## src/rtl/tmds_encoder_8b10b.sv

```systemverilog
// TMDS 8b/10b channel encoder: three-stage pipeline producing one
// DVI/HDMI character per pixel clock with running-disparity tracking.
module tmds_encoder_8b10b (
  input  logic              pix_clk,
  input  logic              rst,
  input  logic [7:0]        din,
  input  logic              c0,
  input  logic              c1,
  input  logic              de,
  output logic [9:0]        q_out,
  output logic              de_out,
  output logic signed [4:0] disp
);

  logic [7:0]        din_q;
  logic [3:0]        n1d_q, n1d_d;
  logic [1:0]        c_s1_q;
  logic              de_s1_q;

  logic [8:0]        qm_q, qm_d;
  logic [1:0]        c_s2_q;
  logic              de_s2_q;

  logic [9:0]        q_out_q, q_out_d;
  logic              de_out_q;
  logic signed [4:0] disp_q, disp_d;

  logic              use_xnor;
  logic              acc;
  logic [3:0]        n1q, n0q;
  logic signed [4:0] diff;
  logic signed [4:0] two;
  logic              bal;
  logic              same_sign;

  always_comb begin
    n1d_d = '0;
    for (int i = 0; i < 8; i++)
      n1d_d = n1d_d + {3'b000, din[i]};
  end

  // Minimise transitions: XNOR chaining when the byte is ones-heavy.
  always_comb begin
    use_xnor = (n1d_q > 4'd4) ||
               ((n1d_q == 4'd4) && !din_q[0]);
    acc      = din_q[0];
    qm_d     = '0;
    qm_d[0]  = acc;
    for (int i = 1; i < 8; i++) begin
      acc     = use_xnor ? ~(acc ^ din_q[i])
                         :  (acc ^ din_q[i]);
      qm_d[i] = acc;
    end
    qm_d[8] = ~use_xnor;
  end

  always_comb begin
    n1q = '0;
    for (int i = 0; i < 8; i++)
      n1q = n1q + {3'b000, qm_q[i]};
  end

  assign n0q  = 4'd8 - n1q;
  assign diff = $signed({1'b0, n1q})
              - $signed({1'b0, n0q});
  assign two  = qm_q[8] ? 5'sd2 : 5'sd0;
  assign bal  = (disp_q == 5'sd0) || (n1q == n0q);
  assign same_sign =
    ((disp_q > 5'sd0) && (n1q > n0q)) ||
    ((disp_q < 5'sd0) && (n0q > n1q));

  // Inversion choice steers the running disparity back toward zero.
  always_comb begin
    q_out_d = '0;
    disp_d  = disp_q;
    if (!de_s2_q) begin
      disp_d = 5'sd0;
      case (c_s2_q)
        2'b00:   q_out_d = 10'b1101010100;
        2'b01:   q_out_d = 10'b0010101011;
        2'b10:   q_out_d = 10'b0101010100;
        default: q_out_d = 10'b1010101011;
      endcase
    end else if (bal) begin
      q_out_d = {~qm_q[8], qm_q[8],
                 qm_q[8] ? qm_q[7:0] : ~qm_q[7:0]};
      disp_d  = qm_q[8] ? disp_q + diff
                        : disp_q - diff;
    end else if (same_sign) begin
      q_out_d = {1'b1, qm_q[8], ~qm_q[7:0]};
      disp_d  = disp_q + two - diff;
    end else begin
      q_out_d = {1'b0, qm_q[8], qm_q[7:0]};
      disp_d  = disp_q - (5'sd2 - two) + diff;
    end
  end

  always_ff @(posedge pix_clk or posedge rst) begin
    if (rst) begin
      din_q    <= '0;
      n1d_q    <= '0;
      c_s1_q   <= '0;
      de_s1_q  <= 1'b0;
      qm_q     <= '0;
      c_s2_q   <= '0;
      de_s2_q  <= 1'b0;
      q_out_q  <= '0;
      de_out_q <= 1'b0;
      disp_q   <= '0;
    end else begin
      din_q    <= din;
      n1d_q    <= n1d_d;
      c_s1_q   <= {c1, c0};
      de_s1_q  <= de;
      qm_q     <= qm_d;
      c_s2_q   <= c_s1_q;
      de_s2_q  <= de_s1_q;
      q_out_q  <= q_out_d;
      de_out_q <= de_s2_q;
      disp_q   <= disp_d;
    end
  end

  assign q_out  = q_out_q;
  assign de_out = de_out_q;
  assign disp   = disp_q;

endmodule

```

## config.mk

```make
export PLATFORM = sky130hd
export DESIGN_NAME = tmds_encoder_8b10b
export DESIGN_NICKNAME = d
export VERILOG_FILES = /design/src/rtl/tmds_encoder_8b10b.sv
export SDC_FILE = /design/constraint.sdc
export NUM_CORES = 1
export LEC_CHECK = 0
export CORE_UTILIZATION = 55
export CTS_BUF_LIST = sky130_fd_sc_hd__clkbuf_4 sky130_fd_sc_hd__clkbuf_8
export DETAILED_ROUTE_END_ITERATION = 10
export DONT_BUFFER_PORTS = 1
export PLACE_DENSITY = 0.7
export SYNTH_ARGS = -nofsm -noshare
export SYNTH_HDL_FRONTEND = slang
export SYNTH_SLANG_ARGS = --single-unit
export TNS_END_PERCENT = 10
```

## constraint.sdc

```tcl
create_clock -name pix_clk -period 11.75 [get_ports pix_clk]
set_input_delay 1.175 -clock pix_clk [delete_from_list [all_inputs] [get_ports pix_clk]]
set_output_delay 1.175 -clock pix_clk [all_outputs]
set_load 0.03 [all_outputs]
```

==> key figures <==
Die
  – Boundary pin count: 29
  – Core area: 0.00444 mm2
  – Overall die height: 70.9 um
  – Die area: 0.00502 mm2
  – Number of placement rows: 24
  – Initial standard-cell utilization of the core: 58.7%
  – Die span in x: 70.9 um

Global route
  – Antenna violations before repair: 0
  – Vias in the first global route: 1,542
  – GRT Overall Usage: 19.5%
  – Largest net degree at the start of global routing: 44
  – First-pass GRT wire length: 7.19 mm
  – Aggregate global routing overflow: 0

Clock tree
  – Setup Fix Bufs, Post-CTS: 0
  – Post-CTS sizing: 0
  – Clock latency of the later-clocked register in the worst-skew pair: 290 ps
  – Clock root buffer master: sky130_fd_sc_hd__clkbuf_8
  – Number of buffers between clock root and the deepest sink: 2
  – Reg clk slew, reported paths: 80 ps
  – Hold buffers post-CTS: 0
  – Number of CTS-inserted buffers: 5
  – CTS sink count: 43
  – Count of H-tree levels built during CTS: 2
  – TritonCTS clock tree: built

Logic synthesis
  – Part of the Yosys area used for sequential elements: 41.3%
  – Post-Synth Simple-Gate Area: 6.38%
  – Netlist area before placement: 0.00261 mm2
  – Cell count after synthesis: 226
  – Cell taking the most area after synthesis: sky130_fd_sc_hd__dfrtp_1
  – Mux contribution to synthesized area: 1.20%
  – Yosys warnings: 0
  – Mean instance size in the synthesized netlist: 11.5 um2
  – Yosys top cell area share: 41.3%
  – Main combinational cell family by area after synthesis: adder cells
  – Net Count, Synth: 273
  – Xor and xnor fraction of the mapped netlist area: 13.4%
  – Synthesized-area fraction occupied by adder cells: 20.1%
  – Main area contributors after synthesis: sky130_fd_sc_hd__dfrtp_1 (41%), sky130_fd_sc_hd__ha_1 (10%), sky130_fd_sc_hd__fa_1 (10%)
  – Number of distinct library cell variants in the gate-level netlist after synthesis: 42
  – #FFs+latches synth: 43
  – Compound-gate portion of the synthesized area: 10.8%

STA
  – Setup Viol. Count Final: 0
  – Final number of hold-violating endpoints: 0
  – Max Freq: 182 MHz
  – Final critical delay including setup and external delays: 5500 ps
  – Final Skew: 5.81 ps
  – Transition at the pin with the smallest max-transition slack: 805 ps
  – Final number of max-transition violations: 0
  – Final worst path period share: 46.8%
  – Setup repair after global routing missed its margin: false
  – Worst slew margin relative to its limit: 46.2%
  – Final setup TNS: 0 ps

Placed design
  – Placer congestion estimate: 0.936
  – HPWL after detailed placement: 3.29 mm
  – Number of input and output port buffers inserted: 0
  – Cell count after placement: 274

Route
  – Post-detailed-route DRC marker count: 0
  – Number of vias per cell: 5.43
  – Drt total wl: 4.13 mm
  – Count of TritonRoute iterations in the first routing pass: 6
  – Post-detailed-route wirelength per cell: 14.7 um
  – Via count of the routed design: 1,530
  – Initial detailed-routing violation count: 67
  – Antenna viol nets, final: 0

Worst setup path
  – Launch point of the worst reg-to-reg path: qm_q[1]
  – Type of element capturing the critical path: flop
  – Flop2flop setup slack: 6250 ps
  – Number of cell instances on the worst register-to-register path: 19
  – Maximum fanout count along the critical path: 9
  – CP Launch Type: flop
  – WS Path Type: reg2reg
  – End of the worst register-to-register path: disp[4]
  – Worst Path Arrival: 5710 ps
  – Required time of the worst setup path: 11,950 ps

Outcome
  – Run status: finished, final reports clean

Final layout
  – Total area of multi-input combinational cells: 0.00135 mm2
  – Net count reported at finish: 276
  – Synth-to-Final Area Change: 5.95%
  – Area of all sequential standard cells: 0.00108 mm2
  – Count of fill cells added during filler insertion: 356
  – Filler-free cell count of the finished design: 282
  – Number of antenna diodes: 0
  – Layout cells sized above 1: 8.26%

Worst hold path
  – Tightest Hold Check Type: reg2reg
  – Hold Crit Endpoint: c_s2_q[0]
  – Worst min-delay path startpoint: c_s1_q[0]
  – Cells on Worst Hold Path: 0

Run
  – Max-capacitance violation count: 0
## cells in the mapped netlist
cell                        instances
sky130_fd_sc_hd__xor2_4             1
sky130_fd_sc_hd__nand2_1            4
sky130_fd_sc_hd__fa_1              13
sky130_fd_sc_hd__buf_6              2
sky130_fd_sc_hd__nor3_1             2
sky130_fd_sc_hd__o211ai_1           2
sky130_fd_sc_hd__or3b_2             1
sky130_fd_sc_hd__o21ai_0            3
sky130_fd_sc_hd__or3_2              1
sky130_fd_sc_hd__xor2_1             9
sky130_fd_sc_hd__mux2_2             1
sky130_fd_sc_hd__a21oi_1           12
sky130_fd_sc_hd__o211ai_2           1
sky130_fd_sc_hd__dfrtp_1           43
sky130_fd_sc_hd__xor3_1             1
sky130_fd_sc_hd__inv_1             37
sky130_fd_sc_hd__a221oi_2           1
sky130_fd_sc_hd__xnor2_1           20
sky130_fd_sc_hd__buf_4              1
sky130_fd_sc_hd__a2111oi_1          1
sky130_fd_sc_hd__clkbuf_1           1
sky130_fd_sc_hd__nor2_1            12
sky130_fd_sc_hd__o21a_1             1
sky130_fd_sc_hd__nor2b_1            1
sky130_fd_sc_hd__ha_1              21
sky130_fd_sc_hd__and4_2             1
sky130_fd_sc_hd__a21o_2             2
sky130_fd_sc_hd__nand3_1            3
sky130_fd_sc_hd__nor4b_1            1
sky130_fd_sc_hd__nor4_1             1
sky130_fd_sc_hd__xnor3_1            2
sky130_fd_sc_hd__o21bai_1           1
sky130_fd_sc_hd__nand2b_1           1
sky130_fd_sc_hd__a21o_1            13
sky130_fd_sc_hd__or2b_1             1
sky130_fd_sc_hd__mux2i_1            2
sky130_fd_sc_hd__clkbuf_2           1
sky130_fd_sc_hd__o22ai_1            1
sky130_fd_sc_hd__and2_1             1
sky130_fd_sc_hd__o311a_1            1
sky130_fd_sc_hd__or4b_4             1
sky130_fd_sc_hd__a311oi_1           1
## cell type report
class                           instances  share of cell area, %
Inverter                               37                   5.03
Clock inverter                          2                   1.40
Multi-Input combinational cell        141                   49.0
Clock buffer                            6                   2.99
Sequential cell                        43                   38.9
Timing Repair Buffer                    1                  0.272
Tap cell                               52                   2.36
## through the flow
stage          hold slack [ps]  setup WS (ps)  cell area (um2)  utilization [%]
2_1_floorplan              331           6590             2610                -
3_3_place_gp               332           6350             2640             59.4
3_5_place_dp               335           6240             2640             59.4
4_1_cts                    354           6220             2760             62.2
5_1_grt                    363           5920             2760             62.2
6_report                   352           6250             2760             62.2
## worst max-delay path, stage by stage (launching register included)
cell and delay (ps):
sky130_fd_sc_hd__dfrtp_1 370, sky130_fd_sc_hd__inv_1 100, sky130_fd_sc_hd__fa_1 440, sky130_fd_sc_hd__fa_1 460, sky130_fd_sc_hd__fa_1 490, sky130_fd_sc_hd__inv_1 40
sky130_fd_sc_hd__ha_1 200, sky130_fd_sc_hd__fa_1 620, sky130_fd_sc_hd__nor2_1 190, sky130_fd_sc_hd__inv_1 70, sky130_fd_sc_hd__ha_1 350, sky130_fd_sc_hd__or3_2 500
sky130_fd_sc_hd__o21ai_0 210, sky130_fd_sc_hd__xnor2_1 170, sky130_fd_sc_hd__ha_1 360, sky130_fd_sc_hd__a21oi_1 180, sky130_fd_sc_hd__xor2_1 170, sky130_fd_sc_hd__xnor3_1 160
sky130_fd_sc_hd__o22ai_1 80, sky130_fd_sc_hd__a311oi_1 260
## worst max-delay path by stage
stage / cells past startpoint / start / slack [ps] / to
6_report: 19 / qm_q[1] / 6250 / disp[4]
5_1_grt: 19 / qm_q[0] / 5920 / disp[4]
4_1_cts: 19 / qm_q[1] / 6220 / disp[4]
3_5_place_dp: 19 / qm_q[0] / 6240 / disp[4]
3_3_place_gp: 19 / qm_q[0] / 6350 / disp[4]
2_1_floorplan: 20 / qm_q[0] / 6590 / disp[4]
## layer usage
layer / vias up / track usage, % / wire length, um
met2: 47 / 29.9 / 1920
met4: 0 / 8.00 / 72
met3: 10 / 5.98 / 201
li1: 738 / - / -
met5: - / 0 / 0
met1: 735 / 26.0 / 1940
## logic make-up after synthesis
| group | after synthesis |
|---|---|
| buffers and inverters | 42 |
| adder cells (fa/ha/maj) | 34 |
| AO/OA/AOI/OAI | 40 |
| multiplexers | 3 |
| flip-flops | 43 |
| XOR/XNOR | 33 |
| AND/OR/NAND/NOR | 31 |
## flip-flops by register name, summed over array words and instances (netlist names)
signal   flops
din_q        8
c_s2_q       2
de_s1_q      1
q_out       10
c_s1_q       2
qm_q         9
de_s2_q      1
de_out       1
n1d_q        4
disp         5
## layout by cell type (no fill, tap or decap), types with 2 or more instances in the layout
cell type,count
sky130_fd_sc_hd__dfrtp_1,43
sky130_fd_sc_hd__xnor2_1,20
sky130_fd_sc_hd__clkbuf_8,6
sky130_fd_sc_hd__nor2_1,12
sky130_fd_sc_hd__fa_1,13
sky130_fd_sc_hd__nor3_1,2
sky130_fd_sc_hd__o211ai_1,2
sky130_fd_sc_hd__o21ai_0,3
sky130_fd_sc_hd__a21o_2,2
sky130_fd_sc_hd__nand3_1,3
sky130_fd_sc_hd__ha_1,21
sky130_fd_sc_hd__a21o_1,13
sky130_fd_sc_hd__xor2_1,9
sky130_fd_sc_hd__mux2i_1,2
sky130_fd_sc_hd__inv_1,36
sky130_fd_sc_hd__xnor3_1,2
sky130_fd_sc_hd__nand2_1,4
sky130_fd_sc_hd__a21oi_1,12
Power is left out: the tool's default activity adds up to more than one toggle a clock period on the data nets, which glitch-free logic cannot reach.
